$ cat src/rtl/inst_fetch_stage.sv
// Fetch stage with IF/ID pipeline register: owns the PC, fetches over a ready
// handshake, absorbs one decode stall through a skid entry, flushes on redirect.
//
// state | meaning
// ------+-----------------------------------------------------------
// START | first cycle after reset, no fetch issued
// REQ   | fetch request to imem at pc; skid entry empty
// HOLD  | skid entry full (word fetched under stall); no request
module inst_fetch_stage #(
    parameter int unsigned      PC_W     = 32,
    parameter logic [PC_W-1:0]  RESET_PC = '0,
    parameter logic [31:0]      NOP_INST = 32'h0000_0000
) (
    input  logic            clk,
    input  logic            rst_n,
    input  logic            stall,
    input  logic            redirect,
    input  logic [PC_W-1:0] redirect_pc,
    output logic            imem_req,
    output logic [PC_W-1:0] imem_addr,
    input  logic [31:0]     imem_rdata,
    input  logic            imem_ready,
    output logic            if_valid,
    output logic [31:0]     if_inst,
    output logic [5:0]      if_opcode,
    output logic [PC_W-1:0] if_pc4
);

    typedef enum logic [1:0] {
        ST_START = 2'd0,
        ST_REQ   = 2'd1,
        ST_HOLD  = 2'd2
    } state_t;

    localparam logic [PC_W-1:0] PC_STEP  = PC_W'(4);
    localparam logic [PC_W-1:0] PC_ALIGN = ~PC_W'(3);

    state_t          state_q, state_d;
    logic [PC_W-1:0] pc_q, pc_d;
    logic            if_valid_q, if_valid_d;
    logic [31:0]     if_inst_q, if_inst_d;
    logic [5:0]      if_opcode_q, if_opcode_d;
    logic [PC_W-1:0] if_pc4_q, if_pc4_d;
    logic [31:0]     skid_inst_q, skid_inst_d;
    logic [PC_W-1:0] skid_pc4_q, skid_pc4_d;

    logic            accept;
    logic [PC_W-1:0] pc_plus4;

    assign imem_req  = (state_q == ST_REQ);
    assign imem_addr = pc_q;
    assign accept    = imem_req && imem_ready;
    assign pc_plus4  = pc_q + PC_STEP;

    assign if_valid  = if_valid_q;
    assign if_inst   = if_inst_q;
    assign if_opcode = if_opcode_q;
    assign if_pc4    = if_pc4_q;

    always_comb begin
        state_d     = state_q;
        pc_d        = pc_q;
        if_valid_d  = if_valid_q;
        if_inst_d   = if_inst_q;
        if_opcode_d = if_opcode_q;
        if_pc4_d    = if_pc4_q;
        skid_inst_d = skid_inst_q;
        skid_pc4_d  = skid_pc4_q;

        if (redirect) begin
            // The skid entry is dropped simply by leaving HOLD; its data is stale.
            pc_d        = redirect_pc & PC_ALIGN;
            if_valid_d  = 1'b0;
            if_inst_d   = NOP_INST;
            if_opcode_d = 6'd0;
            state_d     = ST_REQ;
        end else begin
            case (state_q)
                ST_START: state_d = ST_REQ;
                ST_REQ: begin
                    if (accept && !stall) begin
                        if_valid_d  = 1'b1;
                        if_inst_d   = imem_rdata;
                        if_opcode_d = imem_rdata[31:26];
                        if_pc4_d    = pc_plus4;
                        pc_d        = pc_plus4;
                    end else if (accept) begin
                        skid_inst_d = imem_rdata;
                        skid_pc4_d  = pc_plus4;
                        pc_d        = pc_plus4;
                        state_d     = ST_HOLD;
                    end else if (!stall) begin
                        if_valid_d  = 1'b0;
                        if_inst_d   = NOP_INST;
                        if_opcode_d = 6'd0;
                    end
                end
                ST_HOLD: begin
                    if (!stall) begin
                        if_valid_d  = 1'b1;
                        if_inst_d   = skid_inst_q;
                        if_opcode_d = skid_inst_q[31:26];
                        if_pc4_d    = skid_pc4_q;
                        state_d     = ST_REQ;
                    end
                end
                default: state_d = ST_START;
            endcase
        end
    end

    always_ff @(posedge clk or negedge rst_n) begin
        if (!rst_n) begin
            state_q     <= ST_START;
            pc_q        <= RESET_PC;
            if_valid_q  <= 1'b0;
            if_inst_q   <= NOP_INST;
            if_opcode_q <= 6'd0;
            if_pc4_q    <= '0;
            skid_inst_q <= NOP_INST;
            skid_pc4_q  <= '0;
        end else begin
            state_q     <= state_d;
            pc_q        <= pc_d;
            if_valid_q  <= if_valid_d;
            if_inst_q   <= if_inst_d;
            if_opcode_q <= if_opcode_d;
            if_pc4_q    <= if_pc4_d;
            skid_inst_q <= skid_inst_d;
            skid_pc4_q  <= skid_pc4_d;
        end
    end

endmodule

$ cat config.mk
export PLATFORM = sky130hd
export DESIGN_NAME = inst_fetch_stage
export DESIGN_NICKNAME = d
export VERILOG_FILES = /design/src/rtl/inst_fetch_stage.sv
export SDC_FILE = /design/constraint.sdc
export NUM_CORES = 1
export LEC_CHECK = 0
export ABC_AREA = 0
export BUFFER_PORTS_ARGS = -buffer_cell sky130_fd_sc_hd__buf_2
export CAP_MARGIN = 20
export CORE_AREA = 2 2 160 162
export CTS_BUF_LIST = sky130_fd_sc_hd__clkbuf_4
export CTS_CLUSTER_SIZE = 20
export DETAILED_ROUTE_END_ITERATION = 7
export DIE_AREA = 0 0 162 164
export GPL_ROUTABILITY_DRIVEN = 0
export PLACE_DENSITY = 0.52
export SETUP_SLACK_MARGIN = 0.5
export SKIP_LAST_GASP = 1
export SYNTH_ARGS = -nofsm -noshare
export SYNTH_HDL_FRONTEND = slang
export SYNTH_SLANG_ARGS = --single-unit
$ cat constraint.sdc
create_clock -name clk -period 3.1 [get_ports clk]
set_input_delay 0 -clock clk [delete_from_list [all_inputs] [get_ports clk]]
set_output_delay 0 -clock clk [all_outputs]
set_load 0.01 [all_outputs]
* Word level (Yosys, flattened, before mapping) *
Cells that the tools add are included.

word-level totals
  flip-flop bits (word level) = 169
  memories = 0
  ROM bits = 0
  input bits = 69
  bits in latches = 0
  memory bits (writable) = 0

operators by class
  equal/unequal tests = 9
  bitwise logic cells = 2
  add/subtract/negate cells = 1
  div/mod/pow operators = 0
  reduce and logical (&&, ||, !) cells = 13
  multipliers = 0
  magnitude comparators = 0
  shift operators = 0
  multiplexer cells = 30

operators with widths
  operator                                                                 count
  32-bit 2-to-1 mux                                                        11
  32-bit case mux with 2 select lines                                      2
  32-bit by 3-bit adder with 32-bit output, second input constant          1
  6-bit 2-to-1 mux                                                         5
  6-bit case mux with 2 select lines                                       1
  4-bit AND reduction                                                      3
  2-bit 2-to-1 mux                                                         4
  4-bit by 3-bit inequality test with 1-bit output, second input constant  2
  3-bit inequality test, second input constant                             2
  2-bit case mux with 3 select lines                                       1
  3-bit nonzero test                                                       2
  1-bit 2-to-1 mux                                                         5
  2-bit nonzero test                                                       2
  3-bit by 2-bit inequality test with 1-bit output, second input constant  1
  3-bit AND reduction                                                      1
  2-bit by 1-bit equality test with 1-bit output, second input constant    1
  2-bit equality test, second input constant                               1
  1-bit logical AND                                                        2
  2-bit zero test                                                          1
  2-bit by 1-bit inequality test with 1-bit output, second input constant  1
  2-bit inequality test, second input constant                             1
  1-bit NOT                                                                2
  1-bit case mux with 2 select lines                                       1
  2-bit AND reduction                                                      1
  1-bit zero test                                                          1

* Longest topological paths before layout *
  word-level depth = 6
  mapped depth = 7
  depth with buffers taken out = 6

* Worst setup path after synthesis *
OpenSTA, ideal clock, no wires.

  path kind = reg2reg
  start point = register pc_q[10], in the netlist imem_addr[10]
  end point = register pc_q[31], in the netlist imem_addr[31]
  cell stages (with the launch flop) = 8
  period minus slack after synthesis = 2.173 ns
  slack = 0.927 ns
  data arrival time = 2.105 ns
  setup time = 0.069 ns
  cell sequence = dfrtp_1 -> buf_2 -> nand4_4 -> or2_1 -> buf_6 -> or4_4 -> or4_1 -> nand3_1

between the ends
  longest elaborated chain between the ends = 5

ends and longest elaborated chain
  what                                          line  RTL
  from (decl)                                   39    logic [PC_W-1:0] pc_q, pc_d;
  from (signal assigned)                        124   pc_q <= pc_d;
  32-bit by 3-bit adder with 32-bit output (*)  53    assign pc_plus4 = pc_q + PC_STEP;
  32-bit 2-to-1 mux                             87    end else if (accept) begin
  32-bit 2-to-1 mux (*)                         81    if (accept && !stall) begin
  32-bit 2-to-1 mux (*)                         78    case (state_q)
  32-bit 2-to-1 mux (*)                         70    if (redirect) begin

Mark *: on every way between the ends. The rest lies on a longest branch, timed or not. The select of a mux whose other input is x is not followed.
A chain may end at the register's enable or synchronous reset.

* Worst setup path in the final report *
  start point = register pc_q[4], in the netlist imem_addr[4]
  end point = register pc_q[31], in the netlist imem_addr[31]

The elaborated chain is that of the path after synthesis.

==> flow_metrics.tcl <==
set metrics [dict create \
    nets 1026 \
    grt_pass1_vias 6051 \
    cts.sinks 157 \
    finalHoldViolations 0 \
    slew_violations 0 \
    die_area_mm2 0.0266 \
    die_h_um 164 \
    cpMaxStageDelayCell "or4_4" \
    syn_area_per_cell_um2 9.79 \
    path_clk_slew_ns 0.15 \
    drt-total-wl_um 21000 \
    die_w_um 162 \
    grt_max_degree 90 \
    rsz0062_at_grt "no" \
    cp.arrival_ns 2.80 \
    timing.fmax_ghz 0.431 \
    cts_root_buf "clkbuf_4" \
    synthToLayoutAreaGrowth_pct 27.8 \
    cp.buffers_inverters 0 \
    clock_skew_ns 0.0205 \
    worst_pin_slew_ns 0.906 \
    track_usage_pct 16.2 \
    synth_area_mm2 0.00739 \
    ys_warn_count 0 \
    min_path_type "in2async" \
    drtIter0Drc 362 \
    cp_common_cell "nand3_1" \
    cts_buffers 17 \
    post-dp-hpwl_um 13800 \
    ys_types 43 \
    postCtsSetupRepairBufs 0 \
    cp_cell_sequence "nand3_1 > or3_1 > or4_4 > or4_1 > nand3_1" \
    cts_tree "built" \
    io_buffers 166 \
    drv_cap 0 \
    drive_gt1_share_pct 26.3 \
    timing.final.crit_share_pct 74.8 \
    slowest_delay_ns 0.57 \
    crit_path_max_fanout 7 \
    setup.worst_path.start_class "flop" \
    fin_crit_ns 2.32 \
    p_leak_uw 0.00422 \
    grt_pass1_wl_um 33500 \
    max_slew_margin_pct 39.4 \
    clk_latency_ns 0.56 \
    start_util_pct 29.8 \
    num_vias 6146 \
    setup_viol 0 \
    total_power_uw 4730 \
    powerDensity_mw_per_mm2 501 \
    num_rows 58 \
    final_antenna_net_count 0 \
    path_delay_family "simple AND/OR/NAND/NOR gates" \
    ys_ff_latch 157 \
    seq_area_frac_synth_pct 53.2 \
    finalSetupTns_ns 0 \
    synth_edf_count 0 \
    synth-async-reset-ratio_pct 100 \
    core-area_mm2 0.0248 \
    status "complete, no violations" \
    critPathRequiredTime_ns 3.59 \
    io_pins 173 \
    grt.overflow.total 0 \
    end_kind "flop" \
    vias_per_cell 4.73 \
    remaining_drc_errors 0 \
    syn_inst 755 \
    synthFlopType "dfrtp_1" \
    antenna_found_initial 1 \
    firstDrtPassIters 5 \
    cts_htree_levels 4 \
    postLayoutCoreUtil_pct 38.0 \
    clockBufferDepth 2 \
    critPathKind "reg2reg" \
    ir_drop_uv 178 \
    wire_per_inst_um 16.1 \
]
through the flow:
| stage | cell area [µm²] | std cells | worst slack [ns] | hold slack [ns] |
|---|---|---|---|---|
| global route | 9440 | 1300 | 0.568 | 0.0971 |
| CTS | 9430 | 1299 | 0.709 | 0.0754 |
| global placement | 8500 | 1200 | 0.805 | 0.152 |
| finish | 9440 | 1300 | 0.781 | 0.0787 |
| floorplan | 7400 | 758 | 0.927 | -0.296 |
| detailed placement | 8500 | 1200 | 0.758 | 0.160 |
path summary, 6_finish.rpt:
path,startpoint,cells past startpoint,end,slack (ns)
setup / recovery,imem_addr[4]$_DFFE_PN0P_,5,imem_addr[31]$_DFFE_PN0P_,0.78
hold / removal,rst_n,2,imem_addr[21]$_DFFE_PN0P_,0.08
setup reg to reg,imem_addr[4]$_DFFE_PN0P_,5,imem_addr[31]$_DFFE_PN0P_,0.78
hold reg to reg,skid_pc4_q[30]$_DFFE_PN0P_,2,skid_pc4_q[30]$_DFFE_PN0P_,0.49
max in group asynchronous,rst_n,3,skid_inst_q[3]$_DFFE_PN0P_,2.20
min in group clk,redirect_pc[12],4,imem_addr[12]$_DFFE_PN0P_,0.17
state kept, by name, summed over array words and instances (netlist names):
| name | flops |
|---|---|
| if_inst | 32 |
| if_pc4 | 30 |
| if_valid | 1 |
| imem_addr | 30 |
| skid_inst_q | 32 |
| skid_pc4_q | 30 |
| state_q | 2 |
report_power, final:
part	internal, µW	switching, µW	total, µW
sequential	2370	224	2590
clock	410	799	1210
combinational	436	491	927
total	3210	1510	4730
kinds of logic (layout without fill, tap and decap cells):
family / Yosys count / after routing / synth area share (%)
simple gates: 240 / 240 / 15.7
compound gates: 197 / 197 / 15.0
flops: 157 / 157 / 53.2
buf+inv: 73 / 284 / 4.54
xor+xnor: 51 / 51 / 6.05
mux: 35 / 35 / 5.32
fa+ha+maj: 1 / 1 / 0.169
other cells: 1 / 5 / 0.0508
cell usage in the layout, fill, tap and decap left out, types with 2 or more instances in the layout:
cell and instances:
clkinv_2 2, nor2b_1 2, dlygate4sd3_1 67, or3_1 2
buf_4 11, nand3_1 14, a21o_1 6, conb_1 4
o21ai_0 119, inv_6 4, nor3_1 23, nor2_1 19
clkinvlp_4 3, mux2_2 34, and4_1 2, xnor2_1 39
nor4_1 18, nand2_1 113, clkinv_4 3, o31a_1 5
nand4_1 11, dfrtp_1 157, inv_1 6, buf_12 2
xor2_1 12, clkbuf_4 17, buf_2 165, and2_1 2
or4_4 2, nand2b_1 2, a21oi_1 29, and3_1 19
a22oi_1 32
final cells by class:
cell class | count | area (µm²)
Antenna cell | 1 | 2.50
Clock buffer | 17 | 128
Clock inverter | 15 | 139
Fill cell | 2563 | 15400
Inverter | 6 | 22.5
Multi-Input combinational cell | 528 | 3180
Sequential cell | 157 | 3930
Tap cell | 330 | 413
Timing Repair Buffer | 246 | 1630
synthesized netlist by cell type (14+ instances only):
master,instances,share of area [%]
dfrtp_1,157,53
mux2_2,34,5.2
clkbuf_1,47,2.4
nand3_1,14,0.95
and3_1,19,1.6
xnor2_1,39,4.6
nor4_1,18,1.5
nor2_1,20,1.0
a22oi_1,32,3.3
a21oi_1,30,2.0
nor3_1,23,1.6
nand2_1,114,5.8
o21ai_0,119,8.1
routing by layer:
metal / track usage, % / vias up / routed length [µm]
met5: 0 / - / 0
met4: 4.34 / 0 / 240
met3: 3.33 / 15 / 940
met2: 25.6 / 146 / 9820
met1: 22.6 / 2944 / 9950
li1: - / 3041 / -
what timing repair did:
action,CTS,global route
gates resized for setup,0,1
hold buffers,67,0
endpoints found under the hold margin,183,0
endpoints found under the setup margin,0,1
No activity file was read; power rests on OpenSTA's default activity.
